**src/rtl/flop_bank_arbiter.sv**
```systemverilog
// flop_bank_arbiter
//
// Round-robin write arbiter and clear sequencer for a shared bank of
// enable flip-flops. NREQ requesters compete for one write port into a
// DEPTH x WIDTH register bank, and one write retires per cycle. A sweep
// command clears the bank one entry per cycle. Requests stall while the
// sweep runs.
//
// Ports:
//   clk        rising-edge clock
//   clr        asynchronous active-low reset
//   req        per-requester write request (level, held until granted)
//   wr_addr    requester i address in [i*AW +: AW]
//   wr_data    requester i data in [i*WIDTH +: WIDTH]
//   sweep      clear-sweep request, sampled each cycle in IDLE
//   gnt        registered one-hot grant pulse
//   bank_q     bank contents, entry k in [k*WIDTH +: WIDTH]
//   busy       high while sweeping (decoded from state)
//   sweep_done one-cycle pulse after the last entry is cleared

module flop_bank_arbiter #(
    parameter  int NREQ  = 4,
    parameter  int WIDTH = 8,
    parameter  int DEPTH = 4,
    localparam int AW    = $clog2(DEPTH),
    localparam int PW    = $clog2(NREQ)
) (
    input  logic                   clk,
    input  logic                   clr,
    input  logic [NREQ-1:0]        req,
    input  logic [NREQ*AW-1:0]     wr_addr,
    input  logic [NREQ*WIDTH-1:0]  wr_data,
    input  logic                   sweep,
    output logic [NREQ-1:0]        gnt,
    output logic [DEPTH*WIDTH-1:0] bank_q,
    output logic                   busy,
    output logic                   sweep_done
);

    typedef enum logic {
        IDLE  = 1'b0,
        SWEEP = 1'b1
    } state_t;

    state_t            state;
    state_t            state_next;
    logic [AW-1:0]     cnt;
    logic [AW-1:0]     cnt_next;
    logic [PW-1:0]     ptr;
    logic [PW-1:0]     ptr_next;
    logic [NREQ-1:0]   gnt_next;
    logic              done_next;

    logic [WIDTH-1:0]  bank [DEPTH];

    logic [NREQ-1:0]   eligible;
    logic              found;
    logic [PW-1:0]     winner;
    int                cand;

    logic              wr_en;
    logic [AW-1:0]     wr_sel;
    logic [WIDTH-1:0]  wr_val;

    // A requester granted last cycle still has req high this cycle, so it
    // is masked to keep one held request from writing twice.
    assign eligible = req & ~gnt;

    // Round-robin search: walk the requesters starting at ptr, wrapping
    // modulo NREQ, and keep the first eligible one.
    always_comb begin
        found  = 1'b0;
        winner = '0;
        cand   = 0;
        for (int off = 0; off < NREQ; off++) begin
            cand = int'(ptr) + off;
            if (cand >= NREQ) begin
                cand = cand - NREQ;
            end
            if (!found && eligible[cand]) begin
                found  = 1'b1;
                winner = PW'(cand);
            end
        end
    end

    // Next-state and write-port control. Sweep wins over any request in
    // IDLE. While sweeping, the single write port is used to zero the entry
    // under the counter. Requests are ignored, so only one write per cycle
    // ever happens.
    always_comb begin
        state_next = state;
        cnt_next   = cnt;
        ptr_next   = ptr;
        gnt_next   = '0;
        done_next  = 1'b0;
        wr_en      = 1'b0;
        wr_sel     = '0;
        wr_val     = '0;
        case (state)
            IDLE: begin
                if (sweep) begin
                    state_next = SWEEP;
                    cnt_next   = '0;
                end else if (found) begin
                    wr_en    = 1'b1;
                    wr_sel   = wr_addr[winner*AW +: AW];
                    wr_val   = wr_data[winner*WIDTH +: WIDTH];
                    gnt_next = NREQ'(1) << winner;
                    ptr_next = (winner == PW'(NREQ - 1)) ? '0 : winner + 1'b1;
                end
            end
            SWEEP: begin
                wr_en    = 1'b1;
                wr_sel   = cnt;
                wr_val   = '0;
                cnt_next = cnt + 1'b1;
                if (cnt == AW'(DEPTH - 1)) begin
                    state_next = IDLE;
                    done_next  = 1'b1;
                end
            end
            default: begin
                state_next = IDLE;
            end
        endcase
    end

    // Control registers: state, sweep counter, rr pointer, and the
    // registered grant and done pulses.
    always_ff @(posedge clk or negedge clr) begin
        if (!clr) begin
            state      <= IDLE;
            cnt        <= '0;
            ptr        <= '0;
            gnt        <= '0;
            sweep_done <= 1'b0;
        end else begin
            state      <= state_next;
            cnt        <= cnt_next;
            ptr        <= ptr_next;
            gnt        <= gnt_next;
            sweep_done <= done_next;
        end
    end

    // The bank itself is made of enable flops. Each entry loads only when
    // it is addressed by the shared write port, and otherwise holds.
    always_ff @(posedge clk or negedge clr) begin
        if (!clr) begin
            for (int k = 0; k < DEPTH; k++) begin
                bank[k] <= '0;
            end
        end else if (wr_en) begin
            bank[wr_sel] <= wr_val;
        end
    end

    // Flatten the bank for the output bus.
    for (genvar k = 0; k < DEPTH; k++) begin : g_bank_q
        assign bank_q[k*WIDTH +: WIDTH] = bank[k];
    end

    assign busy = (state == SWEEP);

endmodule

```
**config.mk**
```make
export PLATFORM = sky130hd
export DESIGN_NAME = flop_bank_arbiter
export DESIGN_NICKNAME = d
export VERILOG_FILES = /design/src/rtl/flop_bank_arbiter.sv
export SDC_FILE = /design/constraint.sdc
export NUM_CORES = 1
export LEC_CHECK = 0
export BUFFER_PORTS_ARGS = -buffer_cell sky130_fd_sc_hd__buf_2
export CORE_MARGIN = 2
export CORE_UTILIZATION = 50
export CTS_CLUSTER_DIAMETER = 30
export DETAILED_ROUTE_END_ITERATION = 12
export GPL_ROUTABILITY_DRIVEN = 0
export PLACE_DENSITY = 0.88
export SYNTH_ARGS = -nofsm -noshare
export SYNTH_HDL_FRONTEND = slang
export SYNTH_SLANG_ARGS = --single-unit
```
**constraint.sdc**
```tcl
create_clock -name clk -period 3 [get_ports clk]
set_clock_uncertainty 0.1 [all_clocks]
set_input_delay 0.6 -clock clk [delete_from_list [all_inputs] [get_ports clk]]
set_output_delay 0.6 -clock clk [all_outputs]
set_load 0.02 [all_outputs]
```
==> results.py <==
metrics = {
    "cells_and_area": {
        "nets": 326,
        "layoutNonFillerInstCount": 327,
        "syn_to_final_growth_pct": 24.4,
        "finalInstanceArea_um2": 2910,
        "antenna_cells": 0,
        "drive_gt1_share_pct": 45.1,
        "fin_util_pct": 65.5,
    },
    "route": {
        "wirelength_um": 5320,
        "via_count": 1770,
        "detail_route.drc_violations": 0,
        "via_per_inst": 5.41,
        "drtAntennaViolNets": 0,
        "drtIter0Drc": 139,
        "wl_per_cell_um": 16.3,
        "drtPass1Iterations": 4,
    },
    "timing": {
        "hold_viol_final": 0,
        "slew_headroom_pct": 40.7,
        "holdWs_ns": 0.305,
        "setup_slack_ns": 0.189,
        "timing.fmax_mhz": 356,
        "finalMaxSlewViolations": 0,
        "period_minus_slack_ns": 2.81,
        "rsz0062_at_grt": "no",
        "fin_crit_sh_pct": 93.7,
        "worst_pin_slew_ns": 0.890,
        "setup_viol": 0,
    },
    "synth": {
        "yosysUniqueCellTypes": 39,
        "yosys.area.top_type": "dfrtp_1",
        "ys.flop_type": "dfrtp_1",
        "async_reset_ff_share_pct": 100,
        "synthTopCellsByArea": "dfrtp_1 45%, mux2i_1 12%, mux2_4 10%",
        "synth.yosys.warnings": 0,
        "ys_seq_elements": 42,
        "synth_edf_count": 0,
        "yosysSeqAreaShare_pct": 44.9,
        "syn_nets": 237,
        "synth_top_cell_area_share_pct": 44.9,
        "synth.avg_cell_area_um2": 12.7,
        "netlist_area_um2": 2340,
        "syn-instance-count": 185,
    },
    "global_routing": {
        "grt_pass1_wl_um": 8510,
        "grt_overflow": 0,
        "grt_usage_pct": 21.8,
        "grt_max_degree": 43,
        "grt_pass1_vias": 1750,
        "antenna_found_initial": 0,
    },
    "floorplan": {
        "core_area_um2": 4440,
        "die_w_um": 72.4,
        "placementRows": 24,
        "start_util_pct": 52.7,
        "die_y_um": 72.4,
        "die-area_um2": 5250,
        "ios": 85,
    },
    "placed_design": {
        "portBuffers": 84,
        "dp.cells": 319,
        "pre_cts_ws_ns": -0.0528,
        "dp.final_hpwl_um": 4000,
        "placed_cell_area_um2": 2820,
    },
    "clock_tree": {
        "cts.path.max_buffers": 2,
        "cts_setup_buffers": 0,
        "clock_latency_ns": 0.31,
        "numCtsBuffers": 5,
        "clock_sinks": 42,
        "cts-hold-fix-buffers": 0,
        "cts_resized": 0,
        "cts-root-buf": "clkbuf_8",
        "path_clk_slew_ns": 0.09,
        "htreeDepth": 2,
        "cts_tree": "done",
    },
    "flow_run": {
        "drv_cap": 0,
    },
    "critical_path": {
        "crit_required_ns": 3.10,
        "worst_setup_path_start_kind": "flop",
        "critPathMaxFanout": 10,
        "crit_arrival_ns": 2.91,
        "endpoint_kind": "flop",
        "worstSetupPathType": "reg -> reg",
    },
    "pwr": {
        "power.leakage_uw": 0.00160,
        "cellPowerDensity_nw_per_um2": 1060,
        "peakVddDrop_uv": 369,
    },
    "outcome": {
        "status": "completed",
    },
    "worst_hold_path": {
        "hold_class": "in -> async",
    },
}
## flip-flops by register name (all words and copies together) (netlist names)
name / cells
bank_q: 32
busy: 1
cnt: 2
gnt: 4
sweep_done: 1
ptr: 2
## logic make-up after synthesis
| family | Yosys count | share of synthesized area, % |
|---|---|---|
| buffers and inverters | 14 | 3.85 |
| DFF | 42 | 44.9 |
| adders and majority gates | 5 | 2.67 |
| muxes | 46 | 23.2 |
| AOI/OAI and AO/OA | 34 | 14.2 |
| and+or+nand+nor | 44 | 11.2 |
## stage by stage
step / power (µW) / TNS, ns
final: 3070 / 0
after global routing: 3260 / 0
after CTS: 3090 / 0
after detailed placement: 2700 / -0.442
after global placement: 2640 / 0
after floorplan: 2250 / 0
## path summary, 6_finish.rpt
path,from,to,slack (ns),cells after the start
max,ptr[0],bank_q[3],0.19,6
min reg2reg,bank_q[9],bank_q[9],0.41,1
min,clr,cnt[1],0.30,1
max in group asynchronous,clr,bank_q[12],1.93,1
min in group clk,bank_q[9],bank_q[9],0.41,1
max reg2reg,ptr[0],bank_q[3],0.19,6
## per-layer routing
layer  global-route usage [%]  vias up  wire, µm
met1                     28.4      833      2310
met2                     34.8       78      2540
li1                         -      852         -
met5                        0        -         0
met4                     9.88        0       114
met3                     5.00        7       353
## cell usage in the layout (no fill, tap or decap), types with 3 or more instances in the layout
master / count
and2_1: 14
buf_4: 6
nand2_1: 7
mux2_4: 16
a22o_1: 17
nand2b_1: 5
inv_1: 4
dfrtp_1: 42
nor2b_1: 4
nor2_1: 4
mux2i_1: 29
clkbuf_8: 5
buf_2: 84
ha_1: 5
a21oi_1: 3
## report_power, final
part | internal, µW | switching [µW] | total (µW)
Sequential | 806 | 180 | 986
Clock | 166 | 218 | 384
Combinational | 765 | 938 | 1700
## cell usage after synthesis (3+ instances only)
cell / n
nor2_1: 4
ha_1: 5
buf_2: 3
nand2b_1: 5
a22o_1: 17
mux2_4: 16
a21oi_1: 3
inv_1: 4
dfrtp_1: 42
and2_1: 14
nand2_1: 7
nor2b_1: 4
mux2i_1: 29
## critical path, cell delays in order, from the launching register on
cell and delay (ns):
dfrtp_1 0.48, or3b_4 0.46, a32oi_4 0.37, mux2i_1 0.44
a221oi_4 0.14, nor2_4 0.36, mux2_4 0.35
## area by class of cell
type	instances	area (µm²)
clock buffer	5	68.8
clock inverter	3	23.8
fill	339	1530
inverter	5	18.8
multi-input combinational	129	1200
sequential	42	1050
tap	52	65.1
timing repair buffer	91	485
No activity file was read; power rests on OpenSTA's default activity.
